$ cat src/rtl/multicycle_main_control.sv
// Main control FSM for the multi-cycle datapath: Moore decode of the current state
// drives every datapath enable. The FSM stalls on MemReady and counts retired instructions.
module multicycle_main_control #(
    parameter int opcodeWidth = 7,
    parameter int aluOpWidth  = 2,
    parameter int retireWidth = 32
) (
    input  logic                   clk,
    input  logic                   rst_n,
    input  logic [opcodeWidth-1:0] Opcode,
    input  logic                   Zero,
    input  logic                   MemReady,
    output logic                   PCWrite,
    output logic                   PCWriteCond,
    output logic                   IorD,
    output logic                   MemRead,
    output logic                   MemWrite,
    output logic                   IRWrite,
    output logic                   MemtoReg,
    output logic                   RegWrite,
    output logic                   ALUSrcA,
    output logic [1:0]             ALUSrcB,
    output logic                   PCSource,
    output logic [aluOpWidth-1:0]  ALUOp,
    output logic                   Illegal,
    output logic [retireWidth-1:0] Retired
);

    localparam logic [opcodeWidth-1:0] OP_RTYPE  = opcodeWidth'(7'b0110011);
    localparam logic [opcodeWidth-1:0] OP_LOAD   = opcodeWidth'(7'b0000011);
    localparam logic [opcodeWidth-1:0] OP_STORE  = opcodeWidth'(7'b0100011);
    localparam logic [opcodeWidth-1:0] OP_BRANCH = opcodeWidth'(7'b1100011);

    localparam logic [aluOpWidth-1:0] ALU_ADD = '0;
    localparam logic [aluOpWidth-1:0] ALU_SUB = aluOpWidth'(2'b01);
    localparam logic [aluOpWidth-1:0] ALU_FN  = aluOpWidth'(2'b10);

    typedef enum logic [3:0] {
        S_START, S_FETCH, S_DECODE, S_MEMADR, S_MEMRD, S_MEMWB,
        S_MEMWR, S_EXEC, S_RTYPEWB, S_BRANCH, S_TRAP
    } state_e;

    state_e                 state_q, state_d;
    logic                   illegal_q;
    logic [retireWidth-1:0] retired_q;
    logic                   retire;

    always_ff @(posedge clk or negedge rst_n) begin
        if (!rst_n) begin
            state_q   <= S_START;
            illegal_q <= 1'b0;
            retired_q <= '0;
        end else begin
            state_q <= state_d;
            if (state_d == S_TRAP) illegal_q <= 1'b1;
            if (retire) retired_q <= retired_q + retireWidth'(1);
        end
    end

    always_comb begin
        state_d     = state_q;
        retire      = 1'b0;
        PCWrite     = 1'b0;
        PCWriteCond = 1'b0;
        IorD        = 1'b0;
        MemRead     = 1'b0;
        MemWrite    = 1'b0;
        IRWrite     = 1'b0;
        MemtoReg    = 1'b0;
        RegWrite    = 1'b0;
        ALUSrcA     = 1'b0;
        ALUSrcB     = 2'b00;
        PCSource    = 1'b0;
        ALUOp       = ALU_ADD;
        case (state_q)
            S_START: state_d = S_FETCH;
            S_FETCH: begin
                MemRead = 1'b1;
                ALUSrcB = 2'b01;
                IRWrite = MemReady;
                PCWrite = MemReady;
                if (MemReady) state_d = S_DECODE;
            end
            S_DECODE: begin
                // ALU speculatively forms the branch target into ALUOut
                ALUSrcB = 2'b10;
                if (Opcode == OP_RTYPE)                           state_d = S_EXEC;
                else if (Opcode == OP_LOAD || Opcode == OP_STORE) state_d = S_MEMADR;
                else if (Opcode == OP_BRANCH)                     state_d = S_BRANCH;
                else                                              state_d = S_TRAP;
            end
            S_MEMADR: begin
                ALUSrcA = 1'b1;
                ALUSrcB = 2'b10;
                state_d = (Opcode == OP_LOAD) ? S_MEMRD : S_MEMWR;
            end
            S_MEMRD: begin
                MemRead = 1'b1;
                IorD    = 1'b1;
                if (MemReady) state_d = S_MEMWB;
            end
            S_MEMWB: begin
                RegWrite = 1'b1;
                MemtoReg = 1'b1;
                retire   = 1'b1;
                state_d  = S_FETCH;
            end
            S_MEMWR: begin
                MemWrite = 1'b1;
                IorD     = 1'b1;
                if (MemReady) begin
                    retire  = 1'b1;
                    state_d = S_FETCH;
                end
            end
            S_EXEC: begin
                ALUSrcA = 1'b1;
                ALUOp   = ALU_FN;
                state_d = S_RTYPEWB;
            end
            S_RTYPEWB: begin
                RegWrite = 1'b1;
                retire   = 1'b1;
                state_d  = S_FETCH;
            end
            S_BRANCH: begin
                // Zero is consumed by the PC logic through PCWriteCond
                ALUSrcA     = 1'b1;
                ALUOp       = ALU_SUB;
                PCWriteCond = 1'b1;
                PCSource    = 1'b1;
                retire      = 1'b1;
                state_d     = S_FETCH;
            end
            S_TRAP:  state_d = S_TRAP;
            default: state_d = S_START;
        endcase
    end

    assign Illegal = illegal_q;
    assign Retired = retired_q;

endmodule

$ cat config.mk
export PLATFORM = sky130hd
export DESIGN_NAME = multicycle_main_control
export DESIGN_NICKNAME = d
export VERILOG_FILES = /design/src/rtl/multicycle_main_control.sv
export SDC_FILE = /design/constraint.sdc
export NUM_CORES = 1
export LEC_CHECK = 0
export ABC_AREA = 1
export CAP_MARGIN = 0
export CORE_UTILIZATION = 46
export CTS_BUF_LIST = sky130_fd_sc_hd__clkbuf_4 sky130_fd_sc_hd__clkbuf_8 sky130_fd_sc_hd__clkbuf_16
export DETAILED_ROUTE_END_ITERATION = 7
export GPL_ROUTABILITY_DRIVEN = 0
export PLACE_DENSITY = 0.77
export SYNTH_ARGS = -nofsm -noshare
export SYNTH_HDL_FRONTEND = slang
export SYNTH_SLANG_ARGS = --single-unit
$ cat constraint.sdc
create_clock -name clk -period 1.39 [get_ports clk]
set_input_delay 0.3475 -clock clk [delete_from_list [all_inputs] [get_ports clk]]
set_output_delay 0.3475 -clock clk [all_outputs]
set_load 0.03 [all_outputs]
==> results of run 1 <==
## registers in the layout (all words and copies together), names as in the netlist
register,flops
Retired,32
Illegal,1
state_q,4
## metal layers
| metal | up-vias | part of all wire [%] |
|---|---|---|
| li1 | 1536 | - |
| met1 | 1430 | 40 |
| met2 | 139 | 50 |
| met3 | 38 | 6.2 |
| met4 | 0 | 3.8 |
| met5 | - | 0 |
## final timing paths
check / startpoint / to / cells past startpoint
min: Illegal / Illegal / 2
max reg2reg: state_q[3] / Retired[13] / 10
max in group asynchronous: rst_n / Retired[9] / 3
max: state_q[1] / ALUSrcA / 6
min reg2reg: Illegal / Illegal / 2
min in group asynchronous: rst_n / Retired[20] / 2
## metrics by stage
step | TNS [ns] | util [%] | area, µm² | instances | power (µW)
final | -8.75 | 76.3 | 4170 | 620 | 5660
after global placement | -6.66 | 65.3 | 3570 | 590 | 3570
after CTS | -4.35 | 71.6 | 3920 | 610 | 5020
after global routing | -11.20 | 76.3 | 4170 | 620 | 5900
after detailed placement | -7.61 | 65.3 | 3570 | 590 | 3620
after floorplan | -2.24 | - | 2690 | 419 | 2780
## timing repair
action | 4_1_cts | 5_1_grt
cloned | 0 | 4
setup endpoints to repair | 41 | 62
pin swaps | 4 | 5
resized for setup | 41 | 36
buffers inserted | 11 | 7
hold buffers | 1 | 0
endpoints found under the hold margin | 16 | 0
## final cells by class
cell class,count,area [µm²],area share [%]
clock buffers,6,82.6,1.98
clock inverters,2,37.5,0.899
inverters,45,179,4.29
multi-input cells,329,1600,38.4
flip-flops and latches,37,940,22.5
well taps,72,90.1,2.16
repair buffers,129,1240,29.7
## placed cells by master (no fill, tap or decap), types with 2 or more instances in the layout
cell             Yosys  final
nand2_1            188    180
buf_4                5     75
nor2_1              75     60
inv_1               40     36
buf_6                3     34
dfrtp_1             37     26
nand3_1             16     16
dfrtp_2              0     11
nor2_4               1      9
nor2_2               2      9
xor2_1               9      9
nand2_2              4      8
clkdlybuf4s50_1      0      8
o21ai_0             13      7
o21ai_1              3      7
nand2_4              3      6
clkbuf_8             0      6
buf_12               0      6
inv_2                5      5
inv_4                0      4
nand4_1              4      4
nand3b_1             4      4
clkbuf_16            0      3
o21ai_2              0      2
## power groups by stage
stage | logic, µW | registers [µW] | clock network, µW
after global routing | 3430 | 1390 | 1080
final | 3270 | 1370 | 1020
after floorplan | 1300 | 1470 | 0
after global placement | 2230 | 1340 | 0
after detailed placement | 2270 | 1350 | 0
after CTS | 2640 | 1360 | 1020
## critical path, stage by stage (launching register included)
cell	delay [ns]
dfrtp_2	0.46
inv_2	0.10
nand2_4	0.08
nor2_4	0.14
inv_2	0.08
o21ai_2	0.08
buf_6	0.16
## cell families after synthesis
kind of cell	Yosys count	share of synthesized area, %
buffers and inverters	53	9.20
adders and majority gates	1	0.479
xor gates and xnor gates	9	3.02
and+or+nand+nor	301	48.3
DFF	37	35.5
AOI/OAI and AO/OA	18	3.55
==> flow_metrics.py, run 1 <==
metrics = {
    "timing": {
        "fin_crit_sh_pct": 125,
        "drv_slew": 0,
        "rsz0062_at_grt": "true",
        "slew_headroom_pct": 70.5,
        "fin_hold_ws_ns": 0.504,
        "setup_ws_ns": -0.347,
        "worst_pin_slew_ns": 0.442,
        "hold_viol_final": 0,
        "finClkSkew_ns": 0.0107,
        "setup_viol": 48,
        "fmax_mhz": 576,
        "post-route-min-period_ns": 1.74,
    },
    "synth": {
        "syn-instance-count": 419,
        "synth_top_area_cell": "dfrtp_1",
        "synth_nets": 431,
        "synth_top_area_share_pct": 35.5,
        "ys_types": 24,
        "synth_edf_count": 0,
        "yosysWarnings": 0,
        "synthTopCellsByArea": "dfrtp_1, nand2_1, nor2_1",
        "post-synth-top-count-cell": "nand2_1",
        "ys_seq_elements": 37,
        "netlist_area_mm2": 0.00261,
        "synth_ff_type": "dfrtp_1",
        "synthTopCellsByCount": "nand2_1, nor2_1, inv_1, dfrtp_1, nand3_1",
        "synthArstFlopShare_pct": 100,
        "ys_seq_area_share_pct": 35.5,
        "syn_avg_cell_area_um2": 6.23,
    },
    "final_layout": {
        "fill_cells": 379,
        "n_antenna_cell": 0,
        "final_nets": 559,
        "drive_gt1_share_pct": 34.3,
        "syn2layout_area_growth_pct": 59.8,
    },
    "power_and_ir_drop": {
        "swShare_pct": 40.9,
        "power_frac_seq_pct": 24.2,
        "power_leakage_uw": 0.00206,
        "peakVddDrop_v": 0.00124,
        "pwr-share-comb_pct": 57.8,
        "power.share.clock_pct": 18.0,
        "internal_power_uw": 3350,
        "switchingPower_uw": 2310,
        "power.density_mw_per_mm2": 1360,
    },
    "clocking": {
        "cts_tree": "built",
        "path_clk_slew_ns": 0.08,
        "clk_path_buf_depth": 2,
        "cts_sinks": 37,
        "ctsHtreeMaxLevel": 2,
        "cts_buffers": 5,
        "worstSkewPairLatency_ns": 0.30,
        "cts_root_buffer": "clkbuf_8",
    },
    "global_route": {
        "grt_max_degree": 22,
        "track_usage_pct": 26.9,
        "use_met1_pct": 31.8,
        "grt_pass1_wl_mm": 12.6,
        "grt_pass1_vias": 2881,
        "antenna_found_initial": 0,
        "grtUsageMet3_pct": 5.41,
        "grt-busiest-layer": "met2",
        "grt_overflow": 0,
        "met2_usage_pct": 47.1,
    },
    "die": {
        "boundaryPins": 58,
        "die_height_um": 77.3,
        "die_area_mm2": 0.00598,
        "initial_core_util_pct": 47.7,
        "core_area_mm2": 0.00547,
        "die_x_um": 77.3,
        "rows": 27,
    },
    "critical_path": {
        "crit_fanout": 5,
        "cp.required_ns": 1.04,
        "crit_arrival_ns": 1.39,
        "start_kind": "register",
        "r2r_setup_slack_ns": -0.20,
        "criticalPathCategory": "reg -> out",
        "cp-end-kind": "output port",
    },
    "min_path": {
        "hold_path_class": "reg -> reg",
    },
    "status": {
        "status": "finished, violations left",
        "violations": "negative setup slack",
    },
    "placed_design": {
        "place_ws_ns": -0.267,
        "dp_hpwl_mm": 5.52,
        "numPortBuffers": 56,
    },
    "drt": {
        "vias": 3143,
        "drcViolationCount": 0,
        "drt_iter0_drc": 301,
        "wl_per_cell_um": 14.0,
        "vias_per_cell": 5.07,
        "drt_wl_total_mm": 8.68,
        "drtPass1Iterations": 7,
        "ant_nets": 0,
    },
    "flow_run": {
        "drv_cap": 0,
    },
}
No activity file was read; power rests on OpenSTA's default activity.
==> run 2: changes to the inputs <==
--- a/config.mk
+++ b/config.mk
@@ -12,6 +12,7 @@
 export DETAILED_ROUTE_END_ITERATION = 7
 export GPL_ROUTABILITY_DRIVEN = 0
 export PLACE_DENSITY = 0.77
+export SKIP_CTS_REPAIR_TIMING = 1
 export SYNTH_ARGS = -nofsm -noshare
 export SYNTH_HDL_FRONTEND = slang
 export SYNTH_SLANG_ARGS = --single-unit
==> run 2 against run 1 <==
The run ends with negative hold slack, negative setup slack left. Clock power is essentially flat. Clock-buffer cell count stayed put. Cell area shrank 3.5%. Maximum frequency grew 1.3%. Worst setup slack gained 0.023 ns. First-iteration DRC count decreased by 23%. Critical endpoint is now MemRead. Largest cell class unchanged.
==> flow_metrics.py, run 2 (synthesized netlist as in run 1, its figures left out) <==
metrics = {
    "placed_design": {
        "dp.cells": 590,
        "dp_hpwl_mm": 5.52,
        "numPortBuffers": 56,
    },
    "final_layout": {
        "layout_common_cells": "nand2_1, buf_4, nor2_1, inv_1, buf_6",
        "layout.cells.non_filler": 612,
        "largest_reg_flops": 32,
        "layout_commonest_cell": "nand2_1",
        "n_antenna_cell": 0,
        "fill_cells": 419,
        "regArea_um2": 938,
        "multi_input_area_mm2": 0.00160,
        "drive_gt1_share_pct": 33.7,
        "final_nets": 551,
        "syn2layout_area_growth_pct": 54.3,
    },
    "power_and_ir_drop": {
        "peakVddDrop_v": 0.00121,
        "power.density_mw_per_mm2": 1260,
        "power_leakage_uw": 0.00202,
    },
    "critical_path": {
        "crit_start": "state_q[3]",
        "cp.required_ns": 1.04,
        "rr_endpoint": "Retired[20]",
        "timing.critical_path.to": "MemRead",
        "cp-end-kind": "output port",
        "start_kind": "register",
        "crit_fanout": 4,
        "criticalPathCategory": "reg -> out",
        "crit_arrival_ns": 1.37,
        "r2r.worst_path.cells": 10,
        "r2r_start": "state_q[1]",
        "r2r_setup_slack_ns": -0.14,
    },
    "timing": {
        "tns_ns": -5.77,
        "finClkSkew_ns": 0.0113,
        "slew_headroom_pct": 71.9,
        "worst_pin_slew_ns": 0.421,
        "post-route-min-period_ns": 1.71,
        "rsz0062_at_grt": "true",
        "fin_crit_sh_pct": 123,
        "drv_slew": 0,
        "setup_viol": 45,
        "fin_hold_ws_ns": -0.0292,
        "hold_viol_final": 16,
        "setup_ws_ns": -0.324,
        "fmax_mhz": 584,
    },
    "drt": {
        "vias": 3009,
        "drt_wl_total_mm": 7.57,
        "drcViolationCount": 0,
        "wl_per_cell_um": 12.4,
        "drtPass1Iterations": 5,
        "vias_per_cell": 4.92,
        "ant_nets": 0,
        "drt_iter0_drc": 232,
    },
    "global_route": {
        "grt_pass1_wl_mm": 11.6,
        "antenna_found_initial": 0,
        "met2_usage_pct": 42.7,
        "grt-busiest-layer": "met2",
        "grt_max_degree": 22,
        "grt_overflow": 0,
        "grtUsageMet3_pct": 4.47,
        "use_met1_pct": 30.6,
        "grt_pass1_vias": 2717,
        "track_usage_pct": 24.7,
    },
    "die": {
        "die_area_mm2": 0.00598,
        "boundaryPins": 58,
        "die_x_um": 77.3,
        "initial_core_util_pct": 47.7,
        "rows": 27,
        "die_height_um": 77.3,
        "core_area_mm2": 0.00547,
    },
    "clocking": {
        "cts_buffers": 5,
        "ctsHtreeMaxLevel": 2,
        "cts_tree": "built",
        "worstSkewPairLatency_ns": 0.30,
        "path_clk_slew_ns": 0.08,
        "clk_path_buf_depth": 2,
        "cts_sinks": 37,
        "cts_root_buffer": "clkbuf_8",
    },
    "min_path": {
        "hold_path_class": "in -> async",
    },
    "status": {
        "violations": "negative hold slack, negative setup slack",
        "status": "finished, violations left",
    },
    "flow_run": {
        "drv_cap": 0,
    },
}
## run 2: cell count changes in the layout (fill, tap and decap cells not counted), sizes merged
cell / change
buf: -4
dlymetal6s2s: +1
dlygate4sd3: -1
clkbuf: -4
## run 2: layout make-up
cell class	instances	area share [%]
multi-input combinational	329	39.7
timing repair buffer	121	27.4
sequential	37	23.3
inverter	45	4.38
tap	72	2.24
clock buffer	6	2.05
clock inverter	2	0.932
## run 2: worst min-delay path by stage
stage,from,to,slack (ns),cells after the start
3_3_place_gp,rst_n,Retired[5],0.31,1
4_1_cts,rst_n,Retired[20],-0.02,1
6_report,rst_n,Retired[20],-0.03,1
2_1_floorplan,rst_n,Illegal,0.05,0
3_5_place_dp,rst_n,Retired[5],0.31,1
5_1_grt,rst_n,Retired[26],0.003,1
## run 2: through the flow
| step | area (µm²) | utilization [%] | worst slack, ns | total power, µW |
|---|---|---|---|---|
| global placement | 3570 | 65.3 | -0.245 | 3570 |
| finish | 4030 | 73.6 | -0.324 | 5060 |
| global route | 4030 | 73.6 | -0.379 | 5300 |
| CTS | 3690 | 67.5 | -0.379 | 4620 |
| detailed placement | 3570 | 65.3 | -0.267 | 3620 |
| floorplan | 2690 | - | -0.115 | 2780 |
## run 2: critical path, stage by stage (launching register included)
cell and delay [ns]:
dfrtp_1 0.42, inv_2 0.13, nand2_4 0.10, inv_4 0.08
nand2_1 0.10, nand2_2 0.11, buf_6 0.13
## run 2: routing by layer
metal | up-vias | share of wire (%)
met3 | 17 | 5.3
met5 | - | 0
li1 | 1513 | -
met2 | 82 | 51
met4 | 0 | 2.1
met1 | 1397 | 42
## run 2: power breakdown
group	total (µW)	internal, µW	switching (µW)
Sequential	1370	1210	169
Combinational	2690	1170	1520
Clock	998	584	414
Total	5060	2950	2110
